--- src/rtl/mod_add_sched.sv ---
// Two-requester round-robin adder that ripples one shared 4-bit slice over NIBBLES cycles.
// Latency: ack registered at grant edge T, o_valid high after edge T+NIBBLES+1; one op per NIBBLES+2 cycles.
// Backpressure: requests are held until acked; no grants while busy, so late requests simply wait.
module mod_add_sched #(
    parameter int NIBBLES = 4
) (
    input  logic                   i_clk,
    input  logic                   i_rst,
    input  logic                   i_req0,
    input  logic                   i_req1,
    input  logic [4*NIBBLES-1:0]   i_a0,
    input  logic [4*NIBBLES-1:0]   i_b0,
    input  logic [4*NIBBLES-1:0]   i_a1,
    input  logic [4*NIBBLES-1:0]   i_b1,
    output logic                   o_ack0,
    output logic                   o_ack1,
    output logic                   o_busy,
    output logic                   o_valid,
    output logic                   o_id,
    output logic [4*NIBBLES-1:0]   o_sum,
    output logic                   o_carry
);
    localparam int W  = 4 * NIBBLES;
    localparam int CW = (NIBBLES > 1) ? $clog2(NIBBLES) : 1;

    typedef enum logic [1:0] {IDLE, ADD, DONE} state_t;

    state_t        state, state_nx;
    logic [W-1:0]  a_q, b_q, sum_w, sum_nx;
    logic [CW-1:0] cnt;
    logic          carry_q, id_q, last_q;
    logic          gnt0, gnt1;
    logic [3:0]    a_nib, b_nib;
    logic [4:0]    slice;

    always_ff @(posedge i_clk) begin
        if (i_rst) state <= IDLE;
        else       state <= state_nx;
    end

    always_comb begin
        state_nx = state;
        gnt0     = 1'b0;
        gnt1     = 1'b0;
        a_nib    = 4'd0;
        b_nib    = 4'd0;
        sum_nx   = sum_w;
        for (int i = 0; i < NIBBLES; i++) begin
            if (cnt == CW'(i)) begin
                a_nib = a_q[4*i +: 4];
                b_nib = b_q[4*i +: 4];
            end
        end
        slice = {1'b0, a_nib} + {1'b0, b_nib} + {4'b0, carry_q};
        for (int i = 0; i < NIBBLES; i++) begin
            if (cnt == CW'(i)) sum_nx[4*i +: 4] = slice[3:0];
        end
        case (state)
            IDLE: begin
                if (i_req0 || i_req1) begin
                    // last_q==1 means requester 1 was served last, so a tie goes to 0
                    gnt1     = i_req1 && (!i_req0 || !last_q);
                    gnt0     = !gnt1;
                    state_nx = ADD;
                end
            end
            ADD:     if (cnt == CW'(NIBBLES - 1)) state_nx = DONE;
            DONE:    state_nx = IDLE;
            default: state_nx = IDLE;
        endcase
    end

    always_ff @(posedge i_clk) begin
        if (i_rst) begin
            last_q  <= 1'b1;
            a_q     <= '0;
            b_q     <= '0;
            sum_w   <= '0;
            cnt     <= '0;
            carry_q <= 1'b0;
            id_q    <= 1'b0;
            o_ack0  <= 1'b0;
            o_ack1  <= 1'b0;
            o_busy  <= 1'b0;
            o_valid <= 1'b0;
            o_id    <= 1'b0;
            o_sum   <= '0;
            o_carry <= 1'b0;
        end else begin
            o_ack0  <= gnt0;
            o_ack1  <= gnt1;
            o_busy  <= (state_nx != IDLE);
            o_valid <= (state == DONE);
            case (state)
                IDLE: begin
                    if (gnt0 || gnt1) begin
                        a_q     <= gnt1 ? i_a1 : i_a0;
                        b_q     <= gnt1 ? i_b1 : i_b0;
                        id_q    <= gnt1;
                        last_q  <= gnt1;
                        carry_q <= 1'b0;
                        cnt     <= '0;
                    end
                end
                ADD: begin
                    sum_w   <= sum_nx;
                    carry_q <= slice[4];
                    if (cnt != CW'(NIBBLES - 1)) cnt <= cnt + CW'(1);
                end
                DONE: begin
                    // Result registers only move here, so partial sums never leak out
                    o_sum   <= sum_w;
                    o_carry <= carry_q;
                    o_id    <= id_q;
                end
                default: ;
            endcase
        end
    end
endmodule

--- config.mk ---
export PLATFORM = sky130hd
export DESIGN_NAME = mod_add_sched
export DESIGN_NICKNAME = d
export VERILOG_FILES = /design/src/rtl/mod_add_sched.sv
export SDC_FILE = /design/constraint.sdc
export NUM_CORES = 1
export LEC_CHECK = 0
export BUFFER_PORTS_ARGS = -buffer_cell sky130_fd_sc_hd__buf_2
export CAP_MARGIN = 40
export CORE_ASPECT_RATIO = 1.25
export CORE_UTILIZATION = 25
export CTS_CLUSTER_DIAMETER = 50
export CTS_CLUSTER_SIZE = 30
export DETAILED_ROUTE_END_ITERATION = 12
export PLACE_DENSITY_LB_ADDON = 0.1
export SYNTH_ARGS = -nofsm -noshare
export SYNTH_HDL_FRONTEND = slang
export SYNTH_SLANG_ARGS = --single-unit
--- constraint.sdc ---
create_clock -name i_clk -period 5.2 [get_ports i_clk]
set_clock_uncertainty 0.15 [all_clocks]
set_input_delay 0 -clock i_clk [delete_from_list [all_inputs] [get_ports i_clk]]
set_output_delay 0 -clock i_clk [all_outputs]
set_load 0.02 [all_outputs]
==> qor.csv, run 1 <==
stage,metric,value,unit
timing,minimum hold slack,0.09529,ns
timing,"Setup violations, final",0,
timing,period utilisation layout,59.30,%
setup_path,CP Max Fanout,18,
yosys,Synth cell types,44,
finish,Final Core Density,35.00,%
setup_path,crit-path cells,"inv_1, ha_1, a21oi_1, o21ai_0, a22o_1, fa_1, fa_1, a21o_1, a211oi_1, a211oi_1",
outcome,outcome,completed,
timing,RSZ-0062 raised after global routing,false,
clocking,clk sinks,77,
finish,Area Overhead vs Synth,37.46,%
detailed_routing,DRT iter0 DRCs,153,
finish,post-route cell area,0.005450,mm^2
detailed_routing,DRC,0,
timing,Setup TNS,0,ns
timing,Max-slew headroom,46.90,%
floorplanning,initial core utilization,25.47,%
yosys,Syn. warnings,0,
placement,Placement Cell Area,0.004486,mm^2
floorplanning,# IOs,90,
yosys,Yosys reg bits,77,
clocking,TritonCTS clock tree,yes,
global_route,largest net degree at the start of global routing,57,
setup_path,critical path arrival,3.14,ns
detailed_routing,met3 wire length,353,um
global_route,vias in the first global route,3648,
yosys,Syn Nets,524,
worst_hold_path,Hold Path Class,in2reg,
detailed_routing,Metal-1 WL,5248,um
timing,crit path time final,3.084,ns
finish,Layout fillers,1665,
finish,final non-filler cell total,785,
floorplanning,total core area,0.01557,mm^2
placement,Cells after DPL,705,
yosys,ys async rst share,0,%
timing,final worst setup slack,2.116,ns
clocking,CTS root buffer,clkbuf_16,
global_route,overflow left after global routing,0,
placement,Buffers on Ports,89,
finish,Final #Nets,646,
yosys,Post-synth EDFFs,0,
yosys,synth top area cells,"dfxtp_1 (39%), a21oi_1 (9.2%), o32ai_2 (8.2%), nand2_1 (4.8%), a22oi_1 (4.5%)",
power,LEAKAGE,2.219,nW
clocking,clk slew on worst S/H paths,0.06,ns
yosys,Synth area leader,dfxtp_1,
clocking,CTS max path bufs,2,
floorplanning,Die Wd,114.6,um
finish,n_diodes,0,
finish,share of cells above drive strength 1,23.56,%
floorplanning,number of core rows,51,
detailed_routing,antenna-violating nets left,0,
placement,pre-CTS setup slack,2.138,ns
setup_path,critical path type,reg2reg,
setup_path,CP Data Required Time,5.26,ns
clocking,# H-tree levels,3,
power,Tot Pwr,1.651,mW
setup_path,slowest cell on the critical path,fa_1,
placement,hpwl dp,8121,um
power,Pwr Density,302.9,mW/mm^2
clocking,TritonCTS buffer count,9,
timing,Final Hold Viols,0,
yosys,main flop type after synthesis,dfxtp_1,
setup_path,Top delay family on crit path,adder cells,
global_route,first-pass GRT wire length,18940,um
detailed_routing,DR vias,3760,
timing,max-slew violation count,0,
floorplanning,full die area,0.01637,mm^2
setup_path,CP endpoint kind,flop,
detailed_routing,met2 wire len,5814,um
power,Peak supply drop,124.2,uV
detailed_routing,drt total wl,11680,um
yosys,Synth top area share,38.88,%
clocking,"Setup Fix Bufs, Post-CTS",0,
yosys,sequential share of the synthesized area,38.88,%
global_route,initial antenna violation count,0,
detailed_routing,Highest Signal Layer,met4,
detailed_routing,drt wl/cell,14.88,um
setup_path,worst path bufs/invs,1,
detailed_routing,vias per std cell,4.790,
setup_path,CP max stage delay,0.44,ns
timing,f_max,324.3,MHz
floorplanning,Die H,142.8,um
yosys,Post-Syn Area,0.003965,mm^2
global_route,gr usage total,15.17,%
placement,GP Congestion,0.7380,
job,Max-Cap Viols,0,
clocking,clk_lat worst skew,0.35,ns
timing,Worst-Margin Slew,0.7935,ns
yosys,Mapped Cells,447,
setup_path,Startpoint Class,flop,
detailed_routing,TritonRoute pass-1 iters,4,
yosys,syn avg cell area,8.870,um^2
-- power by group --
| group | internal (mW) | switching [mW] |
|---|---|---|
| clock network | 0.428 | 0.248 |
| registers | 0.625 | 0.0246 |
| logic | 0.156 | 0.170 |
-- state kept, by name, summed over array words and instances, names as in the netlist --
register	flops
o_ack0	1
o_ack1	1
o_busy	1
last_q	1
b_q	16
a_q	16
o_valid	1
sum_w	16
id_q	1
carry_q	1
o_id	1
state	2
cnt	2
o_sum	16
o_carry	1
-- path summary, 6_finish.rpt --
| path | endpoint | from | slack [ns] | cells after the start |
|---|---|---|---|---|
| hold / removal | sum_w[1]$_SDFFE_PP0P_ | i_rst | 0.1 | 3 |
| setup / recovery | carry_q$_SDFFE_PP0P_ | cnt[0]$_SDFFE_PP0P_ | 2.12 | 10 |
| setup reg to reg | carry_q$_SDFFE_PP0P_ | cnt[0]$_SDFFE_PP0P_ | 2.12 | 10 |
| hold reg to reg | o_sum[9]$_SDFFE_PP0P_ | o_sum[9]$_SDFFE_PP0P_ | 0.30 | 2 |
-- cells in the final DEF, fill, tap and decap left out, types with 3 or more instances in the layout --
| master | n |
|---|---|
| clkinv_2 | 3 |
| clkbuf_16 | 9 |
| ha_1 | 7 |
| a211oi_1 | 6 |
| nand2b_1 | 3 |
| o32ai_2 | 20 |
| nor4_1 | 8 |
| nand3b_1 | 4 |
| and3b_1 | 4 |
| nor4b_1 | 8 |
| nor3b_1 | 4 |
| a21o_1 | 4 |
| dlygate4sd3_1 | 65 |
| o32ai_1 | 4 |
| a22o_1 | 8 |
| dfxtp_1 | 77 |
| a311o_1 | 4 |
| a21oi_1 | 73 |
| nand2_1 | 51 |
| o21ai_0 | 9 |
| a2111oi_0 | 12 |
| nor2_1 | 17 |
| inv_1 | 27 |
| a22oi_1 | 24 |
| buf_2 | 89 |
| mux2i_1 | 6 |
-- cell usage after synthesis (3+ instances only) --
cell type and n:
mux2i_1 6, a2111oi_0 12, o21ai_0 9, a22o_1 8, a311o_1 4, clkbuf_1 19
o32ai_2 20, buf_4 7, nand2b_1 3, ha_1 7, nand2_1 51, a21oi_1 73
nor4b_1 8, and3b_1 4, nor4_1 8, o32ai_1 4, buf_2 11, inv_1 27
buf_6 5, a22oi_1 24, buf_1 4, a21o_1 4, nor2_1 17, nor3b_1 4
dfxtp_1 77, nand3b_1 4, a211oi_1 6
-- cell type report --
cell class,instances,area (um^2),share of cell area [%]
repair buffers,159,1169,21.44
well taps,212,265.3,4.867
clock inverters,5,75.07,1.377
flip-flops and latches,77,1541,28.28
inverters,27,101.3,1.859
clock buffers,10,239.0,4.385
multi-input cells,295,2059,37.79
-- cells by family (layout without fill, tap and decap cells) --
kind of cell | Yosys count | count (layout) | synth area share (%)
AOI/OAI and AO/OA | 168 | 168 | 32.12
xor gates and xnor gates | 1 | 1 | 0.2209
adders and majority gates | 9 | 9 | 3.219
buffers and inverters | 75 | 201 | 9.182
DFF | 77 | 77 | 38.88
muxes | 6 | 6 | 1.515
and+or+nand+nor | 111 | 111 | 14.86
-- metal layers --
layer  up-vias  GRT usage [%]
met5         -              0
met4         0          7.861
met3        14          2.674
met2        80          25.55
met1      1785          18.39
li1       1881              -
-- worst reg2reg max path: stages (launching register included) --
cell,delay (ns)
dfxtp_1,0.39
inv_1,0.08
ha_1,0.42
a21oi_1,0.20
o21ai_0,0.11
a22o_1,0.22
fa_1,0.44
fa_1,0.42
a21o_1,0.19
a211oi_1,0.24
a211oi_1,0.07
-- repair_timing --
action	4_1_cts	5_1_grt
setup endpoints to repair	0	0
hold endpoints to repair	33	0
hold buffers	65	0
gates resized for setup	0	0
Note: power is estimated with default switching activity, not from simulation.
==> run 2, diff against run 1 <==
==> constraint.sdc (replaced) <==
create_clock -name i_clk -period 2.7 [get_ports i_clk]
set_clock_uncertainty 0.15 [all_clocks]
set_input_delay 0 -clock i_clk [delete_from_list [all_inputs] [get_ports i_clk]]
set_output_delay 0 -clock i_clk [all_outputs]
set_load 0.02 [all_outputs]
==> run 2 against run 1 <==
Against the previous run:
- final cell count rose by 1.9%
- first-iteration DRC count is 33% lower
- fmax is 18% higher
- worst setup slack worse by 2.0 ns
- critical path type unchanged
- largest cell class unchanged
- largest power group unchanged
- highest routed layer unchanged
==> qor.csv, run 2 (synthesized netlist as in run 1, its figures left out) <==
stage,metric,value,unit
floorplanning,full die area,0.01637,mm^2
finish,n_diodes,0,
timing,Final Hold Viols,0,
clocking,TritonCTS buffer count,9,
setup_path,critical path arrival,2.75,ns
global_route,largest net degree at the start of global routing,30,
timing,crit path time final,2.611,ns
detailed_routing,DR vias,3858,
power,Tot Pwr,3.252,mW
timing,Max-slew headroom,50.17,%
placement,GP Congestion,0.7872,
finish,most frequent cells in the layout,"buf_2 (89), dfxtp_1 (75), a21oi_1 (73)",
finish,"most common cell after layout, fill and taps aside",buf_2,
worst_hold_path,Hold Path Class,in2reg,
clocking,"Setup Fix Bufs, Post-CTS",0,
outcome,outcome,completed,
global_route,first-pass GRT wire length,19400,um
timing,final worst setup slack,0.08876,ns
placement,Cells after DPL,718,
timing,f_max,383.0,MHz
detailed_routing,vias per std cell,4.823,
clocking,clk sinks,77,
floorplanning,total core area,0.01557,mm^2
finish,Final #Nets,660,
global_route,overflow left after global routing,0,
setup_path,CP endpoint kind,flop,
floorplanning,initial core utilization,25.47,%
timing,max-slew violation count,0,
power,Peak supply drop,331.3,uV
timing,RSZ-0062 raised after global routing,true,
detailed_routing,antenna-violating nets left,0,
timing,minimum hold slack,0.1612,ns
detailed_routing,DRT iter0 DRCs,103,
job,Max-Cap Viols,0,
clocking,CTS root buffer,clkbuf_16,
floorplanning,number of core rows,51,
setup_path,critical path type,reg2reg,
global_route,initial antenna violation count,0,
setup_path,CP Data Required Time,2.84,ns
setup_path,Startpoint Class,flop,
clocking,TritonCTS clock tree,yes,
timing,period utilisation layout,96.71,%
placement,pre-CTS setup slack,0.01960,ns
floorplanning,Die Wd,114.6,um
detailed_routing,TritonRoute pass-1 iters,4,
power,Pwr Density,582.8,mW/mm^2
finish,Area Overhead vs Synth,40.71,%
finish,final non-filler cell total,800,
detailed_routing,drt total wl,12150,um
timing,Worst-Margin Slew,0.7447,ns
placement,Buffers on Ports,89,
setup_path,CP Max Fanout,8,
clocking,# H-tree levels,3,
power,LEAKAGE,2.275,nW
clocking,clk_lat worst skew,0.35,ns
clocking,CTS max path bufs,2,
finish,share of cells above drive strength 1,26.70,%
clocking,clk slew on worst S/H paths,0.06,ns
detailed_routing,DRC,0,
detailed_routing,drt wl/cell,15.19,um
timing,"Setup violations, final",0,
floorplanning,Die H,142.8,um
global_route,vias in the first global route,3835,
placement,hpwl dp,8592,um
global_route,gr usage total,15.52,%
floorplanning,# IOs,90,
[run 2: changes by cell type in the layout (fill, tap and decap cells not counted), moves of 3 or more]
cell,before,now
a2111oi_0,12,9
ha_1,7,4
ha_2,0,3
a2111oi_1,0,3
buf_4,2,17
[run 2: area by class of cell]
class	instances	area, um^2
timing repair buffer	173	1254
fill	1674	9991
clock buffer	12	256.5
tap	212	265.3
multi-input combinational	295	2086
inverter	27	101.3
clock inverter	4	70.07
sequential	77	1546
[run 2: worst paths after layout]
path | slack (ns) | start | depth (start not counted) | to
worst min register to register | 0.30 | o_sum[6]$_SDFFE_PP0P_ | 2 | o_sum[6]$_SDFFE_PP0P_
worst max register to register | 0.09 | cnt[1]$_SDFFE_PP0P_ | 10 | sum_w[3]$_SDFFE_PP0P_
worst max-delay path | 0.09 | cnt[1]$_SDFFE_PP0P_ | 10 | sum_w[3]$_SDFFE_PP0P_
worst min-delay path | 0.16 | i_req1 | 4 | o_ack1$_SDFF_PP0_
[run 2: report_power, final]
group	switching, mW	internal (mW)	total, mW
registers	0.0477	1.20	1.25
clock network	0.478	0.857	1.33
logic	0.340	0.324	0.665
[run 2: per-layer routing]
metal | GRT usage [%] | share of wire [%] | wire, um
met5 | 0 | 0 | 0
met4 | 7.656 | 1.9 | 226
met3 | 2.377 | 2.6 | 319
met2 | 27.59 | 51 | 6257
met1 | 18.01 | 44 | 5348
[run 2: through the flow]
stage                     cell area, um^2  util, %  TNS [ns]
after floorplan                      3996        -         0
after global placement               4568    29.34         0
after detailed placement             4568    29.34         0
after CTS                            5555    35.68         0
after global routing                 5579    35.83  -0.06697
final                                5579    35.83         0
[run 2: critical path: stages (launching register included)]
cell and delay (ns):
dfxtp_2 0.36, inv_1 0.07, ha_2 0.20, buf_4 0.16
a21oi_1 0.13, o21ai_0 0.09, a22o_1 0.26, ha_1 0.30
a21o_1 0.21, a2111oi_0 0.43, a311o_1 0.18
[run 2: what timing repair did]
item | CTS | global route
setup endpoints to repair | 0 | 9
hold buffers | 66 | 0
hold endpoints to repair | 42 | 0
resized for setup | 0 | 9
